## src/rtl/bcd_pkg.sv

```systemverilog
// Shared BCD digit types, limits and helpers for the key-stepped BCD counter.
package bcd_pkg;

   localparam int unsigned BCD_W = 4;
   localparam logic [BCD_W-1:0] BCD_MAX = 4'd9;

   typedef logic [BCD_W-1:0] bcd_t;

   // Action taken by the counter in a given cycle; load outranks step.
   typedef enum logic [1:0] {
      ACT_NONE,
      ACT_STEP,
      ACT_LOAD
   } act_e;

   function automatic bcd_t bcd_clamp(input logic [BCD_W-1:0] v);
      return (v > BCD_MAX) ? BCD_MAX : bcd_t'(v);
   endfunction

endpackage

```

## src/rtl/key_bcd_counter_if.sv

```systemverilog
// Switch/button inputs and BCD digit/event outputs of the key-stepped counter.
interface key_bcd_counter_if;
   import bcd_pkg::*;

   logic key_n;
   logic load_n;
   logic up;
   logic [BCD_W-1:0] load_tens;
   logic [BCD_W-1:0] load_ones;
   bcd_t tens;
   bcd_t ones;
   logic step_evt;
   logic wrap;

   modport master (
      output key_n, load_n, up, load_tens, load_ones,
      input  tens, ones, step_evt, wrap
   );

   modport slave (
      input  key_n, load_n, up, load_tens, load_ones,
      output tens, ones, step_evt, wrap
   );

endinterface

```

## src/rtl/key_debounce.sv

```systemverilog
// Two-flop synchronizer, hold-time debounce and press (1->0) detect for one
// active-low pushbutton.
module key_debounce #(
   parameter int unsigned DEBOUNCE_CYCLES = 500000
) (
   input  logic CLOCK_50,
   input  logic reset,
   input  logic raw_n,
   output logic press
);

   localparam int unsigned CNT_W = $clog2(DEBOUNCE_CYCLES + 1);
   localparam logic [CNT_W-1:0] CNT_LAST = CNT_W'(DEBOUNCE_CYCLES - 1);

   logic             r_sync1;
   logic             r_sync2;
   logic             r_stable;
   logic             r_stable_d;
   logic [CNT_W-1:0] r_cnt;

   always_ff @(posedge CLOCK_50) begin
      if (reset) begin
         r_sync1 <= 1'b1;
         r_sync2 <= 1'b1;
      end else begin
         r_sync1 <= raw_n;
         r_sync2 <= r_sync1;
      end
   end

   // The new level is accepted only after it has differed for a full window.
   always_ff @(posedge CLOCK_50) begin
      if (reset) begin
         r_stable   <= 1'b1;
         r_stable_d <= 1'b1;
         r_cnt      <= '0;
      end else begin
         r_stable_d <= r_stable;
         if (r_sync2 == r_stable) begin
            r_cnt <= '0;
         end else if (r_cnt == CNT_LAST) begin
            r_stable <= r_sync2;
            r_cnt    <= '0;
         end else begin
            r_cnt <= r_cnt + CNT_W'(1);
         end
      end
   end

   assign press = r_stable_d & ~r_stable;

endmodule

```

## src/rtl/key_bcd_counter.sv

```systemverilog
// Two-digit BCD up/down counter stepped by a debounced key and loadable from
// switches; digits are always 0-9 for the downstream 7-segment decoders.
module key_bcd_counter
   import bcd_pkg::*;
#(
   parameter int unsigned DEBOUNCE_CYCLES = 500000
) (
   input logic              CLOCK_50,
   input logic              reset,
   key_bcd_counter_if.slave bus
);

   logic w_step_press;
   logic w_load_press;
   act_e w_act;

   bcd_t r_tens;
   bcd_t r_ones;
   logic r_step_evt;
   logic r_wrap;

   bcd_t w_tens_nxt;
   bcd_t w_ones_nxt;
   logic w_step_nxt;
   logic w_wrap_nxt;

   key_debounce #(.DEBOUNCE_CYCLES(DEBOUNCE_CYCLES)) u_step_db (
      .CLOCK_50 (CLOCK_50),
      .reset    (reset),
      .raw_n    (bus.key_n),
      .press    (w_step_press)
   );

   key_debounce #(.DEBOUNCE_CYCLES(DEBOUNCE_CYCLES)) u_load_db (
      .CLOCK_50 (CLOCK_50),
      .reset    (reset),
      .raw_n    (bus.load_n),
      .press    (w_load_press)
   );

   always_comb begin
      w_act = ACT_NONE;
      if (w_load_press) begin
         w_act = ACT_LOAD;
      end else if (w_step_press) begin
         w_act = ACT_STEP;
      end
   end

   always_comb begin
      w_tens_nxt = r_tens;
      w_ones_nxt = r_ones;
      w_step_nxt = 1'b0;
      w_wrap_nxt = 1'b0;
      case (w_act)
         ACT_LOAD: begin
            w_tens_nxt = bcd_clamp(bus.load_tens);
            w_ones_nxt = bcd_clamp(bus.load_ones);
         end
         ACT_STEP: begin
            w_step_nxt = 1'b1;
            if (bus.up) begin
               if (r_ones == BCD_MAX) begin
                  w_ones_nxt = '0;
                  if (r_tens == BCD_MAX) begin
                     w_tens_nxt = '0;
                     w_wrap_nxt = 1'b1;
                  end else begin
                     w_tens_nxt = r_tens + 4'd1;
                  end
               end else begin
                  w_ones_nxt = r_ones + 4'd1;
               end
            end else begin
               if (r_ones == '0) begin
                  w_ones_nxt = BCD_MAX;
                  if (r_tens == '0) begin
                     w_tens_nxt = BCD_MAX;
                     w_wrap_nxt = 1'b1;
                  end else begin
                     w_tens_nxt = r_tens - 4'd1;
                  end
               end else begin
                  w_ones_nxt = r_ones - 4'd1;
               end
            end
         end
         default: begin
         end
      endcase
   end

   always_ff @(posedge CLOCK_50) begin
      if (reset) begin
         r_tens     <= '0;
         r_ones     <= '0;
         r_step_evt <= 1'b0;
         r_wrap     <= 1'b0;
      end else begin
         r_tens     <= w_tens_nxt;
         r_ones     <= w_ones_nxt;
         r_step_evt <= w_step_nxt;
         r_wrap     <= w_wrap_nxt;
      end
   end

   assign bus.tens     = r_tens;
   assign bus.ones     = r_ones;
   assign bus.step_evt = r_step_evt;
   assign bus.wrap     = r_wrap;

endmodule

```

## src/flat_wrapper.sv

```systemverilog
// flat-port wrapper written by rule: the top's interface ports become plain ports
module key_bcd_counter_flat import bcd_pkg::*;
#(
   parameter int unsigned DEBOUNCE_CYCLES = 500000
)
  (CLOCK_50, reset, bus_key_n, bus_load_n, bus_up, bus_load_tens, bus_load_ones, bus_tens, bus_ones, bus_step_evt, bus_wrap);
  key_bcd_counter_if bus_i ();
  input logic CLOCK_50;
  input logic reset;
  input wire logic [$bits(bus_i.key_n)-1:0] bus_key_n;
  input wire logic [$bits(bus_i.load_n)-1:0] bus_load_n;
  input wire logic [$bits(bus_i.up)-1:0] bus_up;
  input wire logic [$bits(bus_i.load_tens)-1:0] bus_load_tens;
  input wire logic [$bits(bus_i.load_ones)-1:0] bus_load_ones;
  output wire logic [$bits(bus_i.tens)-1:0] bus_tens;
  output wire logic [$bits(bus_i.ones)-1:0] bus_ones;
  output wire logic [$bits(bus_i.step_evt)-1:0] bus_step_evt;
  output wire logic [$bits(bus_i.wrap)-1:0] bus_wrap;
  assign bus_i.key_n = bus_key_n;
  assign bus_i.load_n = bus_load_n;
  assign bus_i.up = bus_up;
  assign bus_i.load_tens = bus_load_tens;
  assign bus_i.load_ones = bus_load_ones;
  assign bus_tens = bus_i.tens;
  assign bus_ones = bus_i.ones;
  assign bus_step_evt = bus_i.step_evt;
  assign bus_wrap = bus_i.wrap;
  key_bcd_counter #(.DEBOUNCE_CYCLES(DEBOUNCE_CYCLES)) u_core (.CLOCK_50(CLOCK_50), .reset(reset), .bus(bus_i));
endmodule
```

## config.mk

```make
export PLATFORM = sky130hd
export DESIGN_NAME = key_bcd_counter_flat
export DESIGN_NICKNAME = d
export VERILOG_FILES = /design/src/rtl/bcd_pkg.sv /design/src/rtl/key_bcd_counter_if.sv /design/src/rtl/key_debounce.sv /design/src/rtl/key_bcd_counter.sv /design/src/flat_wrapper.sv
export SDC_FILE = /design/constraint.sdc
export NUM_CORES = 1
export LEC_CHECK = 0
export CORE_MARGIN = 2
export CORE_UTILIZATION = 54
export CTS_BUF_LIST = sky130_fd_sc_hd__clkbuf_4 sky130_fd_sc_hd__clkbuf_8
export DETAILED_ROUTE_END_ITERATION = 6
export GPL_ROUTABILITY_DRIVEN = 0
export GPL_TIMING_DRIVEN = 0
export PLACE_DENSITY = 0.78
export SETUP_SLACK_MARGIN = 0.15
export SLEW_MARGIN = 10
export SYNTH_ARGS = -nofsm -noshare
export SYNTH_HDL_FRONTEND = slang
export SYNTH_SLANG_ARGS = --single-unit
```

## constraint.sdc

```tcl
create_clock -name CLOCK_50 -period 1.7 [get_ports CLOCK_50]
set_input_delay 0.425 -clock CLOCK_50 [delete_from_list [all_inputs] [get_ports CLOCK_50]]
set_output_delay 0.425 -clock CLOCK_50 [all_outputs]
set_load 0.05 [all_outputs]
```

==> results of run 1 <==
[cell type report]
class	instances	area, um2	share of cell area (%)
Multi-Input combinational cell	243	1851	46.51
Sequential cell	56	1182	29.72
Timing Repair Buffer	60	569.3	14.31
Buffer	16	143.9	3.616
Tap cell	70	87.58	2.201
Clock buffer	6	82.58	2.075
Inverter	14	52.55	1.321
Clock inverter	2	10.01	0.2516
[placed cells by master, fill, tap and decap left out, types with 4 or more instances in the layout]
cell,n
sky130_fd_sc_hd__buf_4,28
sky130_fd_sc_hd__dfxtp_1,27
sky130_fd_sc_hd__nand2_1,24
sky130_fd_sc_hd__xnor2_1,21
sky130_fd_sc_hd__dfxtp_2,19
sky130_fd_sc_hd__nor2_1,16
sky130_fd_sc_hd__inv_1,14
sky130_fd_sc_hd__o21ai_0,13
sky130_fd_sc_hd__buf_6,12
sky130_fd_sc_hd__a21oi_2,12
sky130_fd_sc_hd__nor2_2,12
sky130_fd_sc_hd__xor2_1,10
sky130_fd_sc_hd__clkdlybuf4s50_1,10
sky130_fd_sc_hd__dfxtp_4,10
sky130_fd_sc_hd__nand3_1,9
sky130_fd_sc_hd__nor4_1,9
sky130_fd_sc_hd__clkbuf_8,8
sky130_fd_sc_hd__nor2_4,8
sky130_fd_sc_hd__clkdlybuf4s15_2,8
sky130_fd_sc_hd__or2_2,7
sky130_fd_sc_hd__nand4_1,6
sky130_fd_sc_hd__o31ai_1,6
sky130_fd_sc_hd__nor3_1,6
sky130_fd_sc_hd__a21oi_1,6
sky130_fd_sc_hd__or3_4,5
sky130_fd_sc_hd__nand2b_1,5
sky130_fd_sc_hd__buf_2,4
sky130_fd_sc_hd__nor2b_1,4
sky130_fd_sc_hd__clkbuf_2,4
sky130_fd_sc_hd__and4_1,4
[cells by family after synthesis]
logic type,synth area share [%]
buffers and inverters,4.509
adders and majority gates,0.9016
AOI/OAI and AO/OA,16.01
DFF,40.40
xor gates and xnor gates,9.784
and+or+nand+nor,28.40
[power by group through the flow]
stage	registers (W)	logic (W)	clock network, W
4_1_cts	0.00131	0.000102	0.000765
6_report	0.00131	0.000116	0.000765
2_1_floorplan	0.00135	0.0000382	0
5_1_grt	0.00131	0.000125	0.000825
3_5_place_dp	0.00135	0.0000816	0
3_3_place_gp	0.00135	0.0000806	0
[what timing repair did]
action / in CTS / in global routing
setup buffers: 22 / 14
resized for setup: 86 / 68
hold endpoints to repair: 0 / 0
setup endpoints to repair: 53 / 44
pin swaps: 26 / 19
cloned: 1 / 1
[sequential cells by signal, indices dropped and copies added (netlist names)]
register	flops
u_core.u_load_db.r_stable_d	1
u_core.bus.ones	4
u_core.bus.wrap	1
u_core.bus.step_evt	1
u_core.bus.tens	4
u_core.u_step_db.r_sync2	1
u_core.u_load_db.r_cnt	19
u_core.u_load_db.r_sync1	1
u_core.u_step_db.r_stable	1
u_core.u_load_db.r_stable	1
u_core.u_load_db.r_sync2	1
u_core.u_step_db.r_sync1	1
u_core.u_step_db.r_cnt	19
u_core.u_step_db.r_stable_d	1
[per-stage QoR]
step | instances | hold WS, ps | setup TNS, ps | cell area [um2] | util (%)
after floorplan | 329 | 389.5 | -141.9 | 2913 | -
after global placement | 421 | 392.5 | -11080 | 3221 | 63.87
after detailed placement | 421 | 392.8 | -11190 | 3221 | 63.87
after CTS | 452 | 410.5 | -604.5 | 3682 | 73.03
after global routing | 467 | 429.3 | -2653 | 3979 | 78.91
final | 467 | 407.9 | -2027 | 3979 | 78.91
[critical path, cell delays in order, from the launching register on]
cell                      delay [ps]
sky130_fd_sc_hd__dfxtp_4         410
sky130_fd_sc_hd__nand3_4         110
sky130_fd_sc_hd__or4_4           500
sky130_fd_sc_hd__buf_6           150
sky130_fd_sc_hd__or4_4           470
sky130_fd_sc_hd__a21oi_2         140
[routing by layer]
metal / wire (um) / global-route usage [%]
met2: 4186 / 39.23
met3: 398 / 3.836
met4: 269 / 9.747
met5: 0 / 0
met1: 3481 / 32.62
[worst max path at each step]
stage / from / endpoint / slack (ps) / cells after the start
6_report: u_core.u_load_db.r_cnt[6]$_SDFF_PP0_ / u_core.u_load_db.r_cnt[17]$_SDFF_PP0_ / -140 / 5
5_1_grt: u_core.u_load_db.r_cnt[7]$_SDFF_PP0_ / u_core.u_load_db.r_cnt[17]$_SDFF_PP0_ / -180 / 5
4_1_cts: u_core.u_load_db.r_cnt[8]$_SDFF_PP0_ / u_core.u_load_db.r_cnt[17]$_SDFF_PP0_ / -80 / 5
3_5_place_dp: bus_up / u_core.bus.tens[1]$_SDFFE_PP0P_ / -720 / 7
3_3_place_gp: bus_up / u_core.bus.tens[1]$_SDFFE_PP0P_ / -700 / 7
2_1_floorplan: u_core.u_load_db.r_cnt[8]$_SDFF_PP0_ / u_core.u_load_db.r_cnt[17]$_SDFF_PP0_ / -60 / 5
==> results summary, run 1 <==
The run finished, with violations left. The final reports fail on setup timing. The cell area after synthesis came out at about 2800 um2. The detailed placer's ending HPWL is a little over 4000 um.

The path with the worst hold slack has its endpoint at u_core.u_step_db.r_sync2$_SDFF_PP1_. The part of the total power dissipated in the clock network is 35.0%. The peak ir drop on the vdd network came out at approximately 0.57 mV. The repair_antennas step left the layout with diodes totalling 0. The count of routing violations after the opening detailed-route iteration is ~170. In this run the critical register-to-register path is captured at u_core.u_load_db.r_cnt[17]$_SDFF_PP0_. The number of rows created at floorplan is 26. Along the worst hold path, the cell count comes to 1. The number of buffers added by the clock tree synthesis step is 5.

Setup repair after global routing could not meet its margin everywhere. The internal power summed over all cells came out at 0.001688 W. The net count of the mapped netlist is approximately 340. The measured slew at the worst slew-check pin came out at between 600 and 700 ps. Using the TritonRoute via totals, the vias-per-cell ratio works out to ~6. Counting flops with an async set or reset pin after synthesis yields a share of 0%. The number of global-route vias before repair came out at roughly 2,300.

The H-tree level count came out at 2. Sorting the synthesized cells by how often they occur yields sky130_fd_sc_hd__dfxtp_1 (56), sky130_fd_sc_hd__nor2_1 (36), sky130_fd_sc_hd__nand2_1 (25). Dividing total power by cell area gives a power density of roughly 550 nW/um2.

The final clock skew came out at approximately 12 ps. The top fanout value on the critical path came out at 5. The fraction of power spent switching nets is about 23%. The number of buffers inserted by port buffering is 22. The number of primary I/O pins came out at 23. CTS saw 56 sinks. The yosys synthesis warning count is 0. The max-cap violation count is 0. The count of distinct cell types in the synthesized netlist is 55. The routed layout has 2,800 vias. The total of hold buffers inserted after clock tree synthesis came out at 0. The share of synthesized area occupied by flip-flops and latches came out at about two fifths.

STA classifies the critical path endpoint as a flip-flop. The worst reg-to-reg setup slack is -140 ps. The final period utilization came out at 108.2%. The largest total area in the synthesized netlist belongs to sky130_fd_sc_hd__dfxtp_1.

In the final design database the tool counted 411 nets. STA classifies the critical path startpoint as a flip-flop. The core footprint is between 5000 and 6000 um2. The average wire per standard cell came out at between 15 and 20 um.

TritonCTS built the clock tree. The top cell type by area accounts for approximately two fifths of the synthesized area. Clock tree synthesis selected as its root buffer the cell sky130_fd_sc_hd__clkbuf_8. The min-delay analysis places its worst path in the category flip-flop to flip-flop. Measured in cells, the most critical reg-to-reg path has a length of 5. The startpoint of the tightest hold check path is u_core.u_step_db.r_sync1$_SDFF_PP1_. The die is approximately 76 um wide. Clock-pin slew was measured on the worst setup and hold paths at approximately 100 ps. In this run the critical register-to-register path is launched from u_core.u_load_db.r_cnt[6]$_SDFF_PP0_. The minimum clock period came out at 1840 ps. Measured along the y axis, the die boundary spans 75.69 um. The upper clock frequency limit came out at about 540 MHz. The first global-routing pass estimated ~11,000 um of wire. The worst setup path is of the flip-flop to flip-flop kind. Of the cells placed in the final design, the portion with a size suffix greater than 1 is between 40 and 50%.

The clock latency on the worst-skew pair is between 300 and 400 ps. The power after layout is roughly 0.0022 W. Counting flops with a built-in enable in the synthesized netlist gives 0. The count of antenna-violating nets left after detailed routing is 0. The max-slew violation total from the final report came out at 0. The worst setup margin came out at -140.0 ps. The longest clock path from root to sink contains 2 buffers.

The total of endpoints with negative setup slack in the final report is 21. The post-synthesis cell count is about 330. The initial antenna violation count came out at 0.

The static power due to leakage is between 1 and 1.5 nW. The number of iterations in the first detailed-routing pass is 5. The aggregate global routing overflow is 0. The number of DRC violations after detailed routing is 0. The total of flip-flops plus latches after synthesis came out at between 50 and 60.

The total detailed-routing wirelength is 8335 um. The data required time at the worst endpoint is approximately 2000 ps. The mean area per synthesized cell is about 8.4 um2. Among all cell types in the netlist, the one instantiated most often is sky130_fd_sc_hd__dfxtp_1.

The starting density of the core is 55.04%. The layout overhead on the synthesized area came out at 43.37%. The final number of hold-violating endpoints is 0. The dominant synthesized flop cell is sky130_fd_sc_hd__dfxtp_1.

The die covers between 5000 and 6000 um2. The analysis attributes to net switching a power of roughly 0.00050 W. The aggregate global-route resource usage came out at between 20 and 25%. The part of the total power dissipated in sequential elements is roughly 60%. Per report_power, the combinational group accounts for roughly 5.3% of the total. The critical path arrival came out at 2100 ps. Entering global routing, the biggest net connects 17 pins. The worst slew margin relative to its limit is 59.30%.

Prior to clock tree synthesis, the placed netlist has a worst setup slack of -718.2 ps. In the post-synthesis netlist, the biggest area contributors are sky130_fd_sc_hd__dfxtp_1 (40%), sky130_fd_sc_hd__xnor2_1 (6.6%), sky130_fd_sc_hd__nor2_1 (4.9%). The number of fill cells came out at around 310.
Power figures use the tool's default switching activity.
==> run 2: changes to the inputs <==
--- a/config.mk
+++ b/config.mk
@@ -12,6 +12,7 @@
 export GPL_ROUTABILITY_DRIVEN = 0
 export GPL_TIMING_DRIVEN = 0
 export PLACE_DENSITY = 0.78
+export REMOVE_ABC_BUFFERS = 1
 export SETUP_SLACK_MARGIN = 0.15
 export SLEW_MARGIN = 10
 export SYNTH_ARGS = -nofsm -noshare
==> run 2 against run 1 <==
  * The run still ends with setup timing left
  * Clock power grew 2%
  * Via count rose by 0.32%
  * Setup slack improved by 30 ps
  * Cell count fell by 3.6%
  * Sequential power is essentially flat
  * Total power increased by 0.14%
  * Wire length is 1.1% lower
  * Final area shrank 4.1%
  * Register-to-register slack better by 30 ps
  * Critical endpoint is now u_core.u_load_db.r_cnt[10]$_SDFF_PP0_
  * Largest cell class unchanged
  * Largest power group unchanged
  * Sequential share of layout area increased by 1.3 points
  * Critical path depth increased by 2
==> results summary, run 2 (synthesized netlist as in run 1, its figures left out) <==
Traced cell by cell, the critical path runs through buf_6 -> nor4b_4 -> nand4b_1 -> o21bai_4 -> buf_6 -> buf_16 -> nor2_2. The flow ran to the end, but the final reports show violations. The largest net degree at the start of global routing came out at 23. The region available for standard cell placement spans slightly above 5000 um2. The critical path's largest stage delay came out at about 380 ps. The number of buffers added by the clock tree synthesis step came out at 5. For the pin with the worst max-slew slack, the measured transition is approximately 540 ps. At the worst endpoint, the arrival time is between 2000 and 2500 ps. The first-pass GRT wire length is 10,670 um. Cells with a size suffix above 1 make up approximately two fifths of the layout. Wires add up to 8245 um.

The power density over the cells is approximately 570 nW/um2. The count of inserted antenna diode cells is 0. The number of buffers inserted by port buffering came out at 22. The initial antenna violation count came out at 0. Setup repair after global routing could not meet its margin everywhere. The internal power summed over all cells is 0.001700 W.

The tree is rooted in a sky130_fd_sc_hd__clkbuf_8. The worst hold path belongs to the class flip-flop to flip-flop. The number of iterations in the first detailed-routing pass came out at 6. In this run, the combinational gates consume under 10% of the power.

The upper clock frequency limit is roughly 550 MHz. The average wire per standard cell is around 18 um. The clock net in this run drives a total of 56 sinks. The layout overhead on the synthesized area came out at 37.47%. The overall die width is about 76 um. The max-slew violation total from the final report came out at 0. The clock latency on the worst-skew pair came out at 320 ps. Once detailed placement completed, the half-perimeter wirelength came to around 3700 um.

The net count of the finished layout is around 400. The final standard cell utilization of the core is approximately three quarters. The final clock skew is 9.253 ps. The total negative slack is -2095 ps. The checks that failed: setup timing. By instance count, the cell type seen most on the critical path is sky130_fd_sc_hd__buf_6.

In the routed design, unresolved DRC markers number 0. The number of global-route vias before repair is 2,364. The total of endpoints with negative setup slack in the final report is 35. The part of the total power dissipated in sequential elements came out at 59.6%. The largest registers in the layout are u_core.u_load_db.r_cnt (19), u_core.u_step_db.r_cnt (19). The clock tree from TritonCTS is done. The max-cap violation count came out at 0. Subtracting the final worst setup slack from the clock period gives around 1800 ps.

The clock-pin slew on the worst setup and hold paths came out at 100 ps. The kind of capture point of the worst setup path is a flip-flop. The H-tree was split into 2 levels. The final number of hold-violating endpoints is 0. In this run, the number of DRC markers left after iteration 0 of detailed routing was 260. The type of the setup path with the least slack is flip-flop to flip-flop.

In the finished design, the share of the clock period the worst path needs comes to 106.5%. The worst hold slack across all endpoints is 410.3 ps. The number of buffers and inverters on the critical path is 3. The worst setup path is launched from a flip-flop. The starting density of the core is 55.04%. The net switching power came out at a little under 0.0005 W. The number of primary I/O pins is 23. The total via count in the routed design came out at about 2,800. In the layout the commonest cells are sky130_fd_sc_hd__buf_4 (33), sky130_fd_sc_hd__dfxtp_1 (25), sky130_fd_sc_hd__nand2_1 (24).

The top fanout value on the critical path came out at 8. The floorplan die area came out at between 5000 and 6000 um2. The count of antenna-violating nets left after detailed routing is 0. In this design, the largest share of critical-path delay is due to simple AND/OR/NAND/NOR gates. The part of the total power dissipated in the clock network is 35.8%. The maximum root-to-sink buffer count came out at 2.

At the worst endpoint, the required time is roughly 1900 ps. The worst setup margin is -109.9 ps. The aggregate global-route resource usage came out at between 20% and 30%.

The static power due to leakage came out at 1.248 nW. The floorplan step set the die height to 75.69 um. Leaving out fill and tap cells, the most frequent cell in the layout is sky130_fd_sc_hd__buf_4. Hold repair after CTS inserted 0 buffers. The aggregate global routing overflow came out at 0.

The floorplan has 26 rows. The peak ir drop on the vdd network came out at between 0.4 and 0.5 mV. Net switching is 22.36% of the power. On the critical path, the stage with the largest delay is an instance of sky130_fd_sc_hd__dfxtp_4.

The detailed-route vias per instance came out at 6.242. The worst slew margin relative to its limit is between 60 and 70%.
[run 2: power groups by stage]
stage	Combinational (W)	Sequential, W	Clock, W
final	0.000100	0.00131	0.000784
after global routing	0.000107	0.00131	0.000847
after CTS	0.0000824	0.00131	0.000797
after detailed placement	0.0000709	0.00135	0
after global placement	0.0000701	0.00135	0
after floorplan	0.0000242	0.00135	0
[run 2: final timing paths]
kind	from	end	slack, ps	cells after the start
worst max-delay path	u_core.u_load_db.r_cnt[6]$_SDFF_PP0_	u_core.u_load_db.r_cnt[10]$_SDFF_PP0_	-110	7
worst min-delay path	u_core.u_step_db.r_sync1$_SDFF_PP1_	u_core.u_step_db.r_sync2$_SDFF_PP1_	410	1
worst max register to register	u_core.u_load_db.r_cnt[6]$_SDFF_PP0_	u_core.u_load_db.r_cnt[10]$_SDFF_PP0_	-110	7
worst min register to register	u_core.u_step_db.r_sync1$_SDFF_PP1_	u_core.u_step_db.r_sync2$_SDFF_PP1_	410	1
[run 2: repair_timing]
item / CTS / global route
resized for setup: 136 / 47
pin swaps: 25 / 11
buffers inserted: 22 / 12
setup endpoints to repair: 54 / 47
gates cloned: 1 / 2
[run 2: worst reg2reg max path, delay by kind of cell (launching register included)]
kind / cells / cell delay, ps
AOI/OAI and AO/OA: 1 / 280
buffers and inverters: 3 / 420
DFF: 1 / 380
and+or+nand+nor: 3 / 630
[run 2: per-stage QoR]
step	area [um2]	cells	worst slack, ps	total power [W]
after floorplan	2703	313	-201.0	0.001374
after global placement	3010	405	-792.1	0.001420
after detailed placement	3010	405	-824.9	0.001421
after CTS	3536	436	-1.584	0.002189
after global routing	3815	450	-92.97	0.002261
final	3815	450	-109.9	0.002190
[run 2: per-layer routing]
layer	vias to the layer above	GRT usage (%)	wire (um)
met5	-	0	0
met3	42	5.688	583
met1	1316	31.57	3204
met4	0	10.72	403
met2	158	38.26	4053
li1	1293	-	-
[run 2: final cells by class]
| class | instances | area, um2 |
|---|---|---|
| multi-input cells | 244 | 1866 |
| fillers | 317 | 1227 |
| flip-flops and latches | 56 | 1182 |
| repair buffers | 58 | 529.3 |
| clock buffers | 7 | 90.09 |
| well taps | 70 | 87.58 |
| inverters | 14 | 52.55 |
| clock inverters | 1 | 7.507 |
==> run 3: changes to the inputs <==
--- a/config.mk
+++ b/config.mk
@@ -5,13 +5,14 @@
 export SDC_FILE = /design/constraint.sdc
 export NUM_CORES = 1
 export LEC_CHECK = 0
+export ABC_AREA = 0
 export CORE_MARGIN = 2
-export CORE_UTILIZATION = 54
+export CORE_UTILIZATION = 45
 export CTS_BUF_LIST = sky130_fd_sc_hd__clkbuf_4 sky130_fd_sc_hd__clkbuf_8
 export DETAILED_ROUTE_END_ITERATION = 6
 export GPL_ROUTABILITY_DRIVEN = 0
 export GPL_TIMING_DRIVEN = 0
-export PLACE_DENSITY = 0.78
+export PLACE_DENSITY = 0.67
 export REMOVE_ABC_BUFFERS = 1
 export SETUP_SLACK_MARGIN = 0.15
 export SLEW_MARGIN = 10
==> run 3 against run 2 <==
  * Clock skew rose by 0.76 ps
  * Largest cell class unchanged
  * The run still ends with setup timing left
  * Non-clock buffer count fell by 10
  * Cell count fell by 1.6%
  * Die area rose by 19%
  * Final area fell by 7.5%
  * Hold slack improved by 7.8 ps
  * Critical path type unchanged
  * Sequential share of layout area rose by 2.5 points
  * Flip-flop and latch count did not move
  * Sequential power barely moved
  * Register-to-register slack improved by 100 ps
  * Core utilization fell by 16 points
==> results summary, run 3 (synthesized netlist as in run 1, its figures left out) <==
The run finished, with violations left. The checks that failed: setup timing. The initialized floorplan defines 28 standard-cell rows.

The clock-pin slew on the worst setup and hold paths is approximately 100 ps. Setup repair after global routing could not meet its margin everywhere. The count of antenna-violating nets left after detailed routing came out at 0. The number of iterations in the first detailed-routing pass came out at 4. The power density over the cells is roughly 600 nW/um2. The aggregate global-route resource usage is between 10% and 20%. TritonCTS built the clock tree.

The total of endpoints with negative setup slack in the final report came out at 1. By startpoint and endpoint, the worst setup path is classified as flip-flop to flip-flop. At the later pin of the worst-skew pair, clock insertion delay measures 310 ps. The minimum clock period came out at 1708 ps. The average wire per standard cell came out at ~14 um. The layout overhead on the synthesized area came out at 27.19%.

The final number of hold-violating endpoints is 0. The number of global-route vias before repair came out at between 2,000 and 2,500. Global routing finished with a remaining overflow of 0. The final standard cell utilization of the core came out at 59.26%.

The height of the die came out at 82.53 um. The count of inserted antenna diode cells came out at 0. The detailed placer's ending HPWL is approximately 3700 um. Port buffering added 22 buffers.

The power after layout came out at ~0.0021 W. The startpoint identified for the worst register-to-register timing path is u_core.u_load_db.r_cnt[13]$_SDFF_PP0_. The peak ir drop on the vdd network came out at approximately 0.4 mV. The cell count of the worst reg-to-reg path came out at 4. During I/O placement, the number of pins put on the boundary was 23.

The path with the worst hold slack has its endpoint at u_core.u_step_db.r_sync2$_SDFF_PP1_. Across all register-to-register paths, the minimum setup slack is -8 ps. The floorplan step defined a die boundary enclosing a little under 7000 um2. The max-cap violation count is 0.

The net count of the finished layout came out at ~380. The fraction of layout instances using a drive strength above 1 came out at a little under a third. The tree built by TritonCTS fans out to between 50 and 60 sinks. The core footprint came out at around 6000 um2. The largest registers in the layout are u_core.u_load_db.r_cnt (19), u_core.u_step_db.r_cnt (19). CTS placed an instance of sky130_fd_sc_hd__clkbuf_8 at the clock tree root. The final period utilization came out at 100.4%.

The top fanout value on the critical path came out at 7. The total detailed-routing wirelength came out at between 6000 and 7000 um. The worst setup path is launched from a flip-flop. STA puts the critical path data required time at ~2000 ps. Headroom to the max-slew limit came out at 59.63%. The critical path arrival came out at slightly below 2000 ps. The initial antenna violation count came out at 0.

The max-slew violation total from the final report is 0. The detailed-route vias per instance came out at 5.630. The worst hold path begins at u_core.u_step_db.r_sync1$_SDFF_PP1_. The min-delay analysis places its worst path in the category flip-flop to flip-flop. The upper clock frequency limit is approximately 590 MHz. The commonest non-fill, non-tap cell in the layout is sky130_fd_sc_hd__nor2_1. For the final database, setup skew stands at roughly 10 ps. The static power due to leakage is 1.160 nW. Counting instances, the worst hold path has a depth of 1. The H-tree level count came out at 2. The number of DRC violations after detailed routing is 0. The largest net degree at the start of global routing came out at 23. STA classifies the critical path endpoint as a flip-flop.

The overall die width is ~83 um. The count of routing violations after the opening detailed-route iteration is between 70 and 80. For this configuration, the core starts out at a cell density of 46.60%.

In the post-route analysis, the smallest setup slack over all paths is -7.574 ps. The total of hold buffers inserted after clock tree synthesis came out at 0. The capture point of the worst reg-to-reg path is u_core.u_load_db.r_cnt[17]$_SDFF_PP0_. The library cells used most frequently in the layout, excluding fill and tap cells, are sky130_fd_sc_hd__nor2_1 (35), sky130_fd_sc_hd__dfxtp_1 (27), sky130_fd_sc_hd__buf_4 (26). The total via count in the routed design came out at between 2,000 and 2,500.

The measured slew at the worst slew-check pin came out at about 600 ps. Counting along the longest clock path gives a buffer depth of 2. The number of buffers added by the clock tree synthesis step came out at 5. The first global-routing pass estimated 9591 um of wire.
[run 3: report_power, final]
group / total, W / internal, W / switching, W / leakage [nW]
registers: 0.00130 / 0.00130 / 0.00000374 / 0.470
logic: 0.0000775 / 0.0000390 / 0.0000385 / 0.645
clock network: 0.000728 / 0.000298 / 0.000430 / 0.0445
total: 0.00211 / 0.00164 / 0.000472 / 1.16
[run 3: repair_timing]
item                       4_1_cts  5_1_grt
pin swaps                       20        4
cloned                           0        0
setup endpoints to repair       54       47
gates resized for setup        112       31
setup buffers                   17        9
[run 3: layer usage]
layer  up-vias  GRT usage [%]  share of wire, %
li1       1260              -                 -
met1      1177          23.26                47
met2        50          29.92                48
met3         7          3.804               4.2
met4         0          4.590               1.0
met5         -              0                 0
[run 3: final cells by class]
cell class	instances	area, um2
Clock buffer	6	76.32
Clock inverter	1	5.005
Fill cell	540	2426
Inverter	14	52.55
Multi-Input combinational cell	243	1725
Sequential cell	56	1182
Tap cell	75	93.84
Timing Repair Buffer	48	394.1
[run 3: worst max-delay path by stage]
stage,endpoint,from
after detailed placement,u_core.bus.tens[2]$_SDFFE_PP0P_,bus_up
final,u_core.u_load_db.r_cnt[17]$_SDFF_PP0_,u_core.u_load_db.r_cnt[13]$_SDFF_PP0_
after global routing,u_core.u_load_db.r_cnt[17]$_SDFF_PP0_,u_core.u_load_db.r_cnt[13]$_SDFF_PP0_
after floorplan,u_core.u_step_db.r_cnt[10]$_SDFF_PP0_,u_core.u_step_db.r_cnt[9]$_SDFF_PP0_
after CTS,u_core.u_step_db.r_stable$_SDFFE_PP1P_,u_core.u_step_db.r_cnt[15]$_SDFF_PP0_
after global placement,u_core.bus.tens[2]$_SDFFE_PP0P_,bus_up
[run 3: critical path, stage by stage (launching register included)]
cell	delay [ps]
sky130_fd_sc_hd__dfxtp_2	360
sky130_fd_sc_hd__nand2_1	80
sky130_fd_sc_hd__or4_4	570
sky130_fd_sc_hd__or4_1	510
sky130_fd_sc_hd__a21oi_1	120
[run 3: stage by stage]
stage	setup slack (ps)	hold slack (ps)	std cells	setup TNS (ps)	instance area, um2
floorplan	-201.0	389.5	313	-3790	2703
global placement	-812.5	394.4	410	-25740	3017
detailed placement	-819.1	402.2	410	-26560	3017
CTS	7.211	421.9	434	0	3400
global route	-59.30	433.5	443	-227.7	3530
finish	-7.574	418.0	443	-7.574	3530
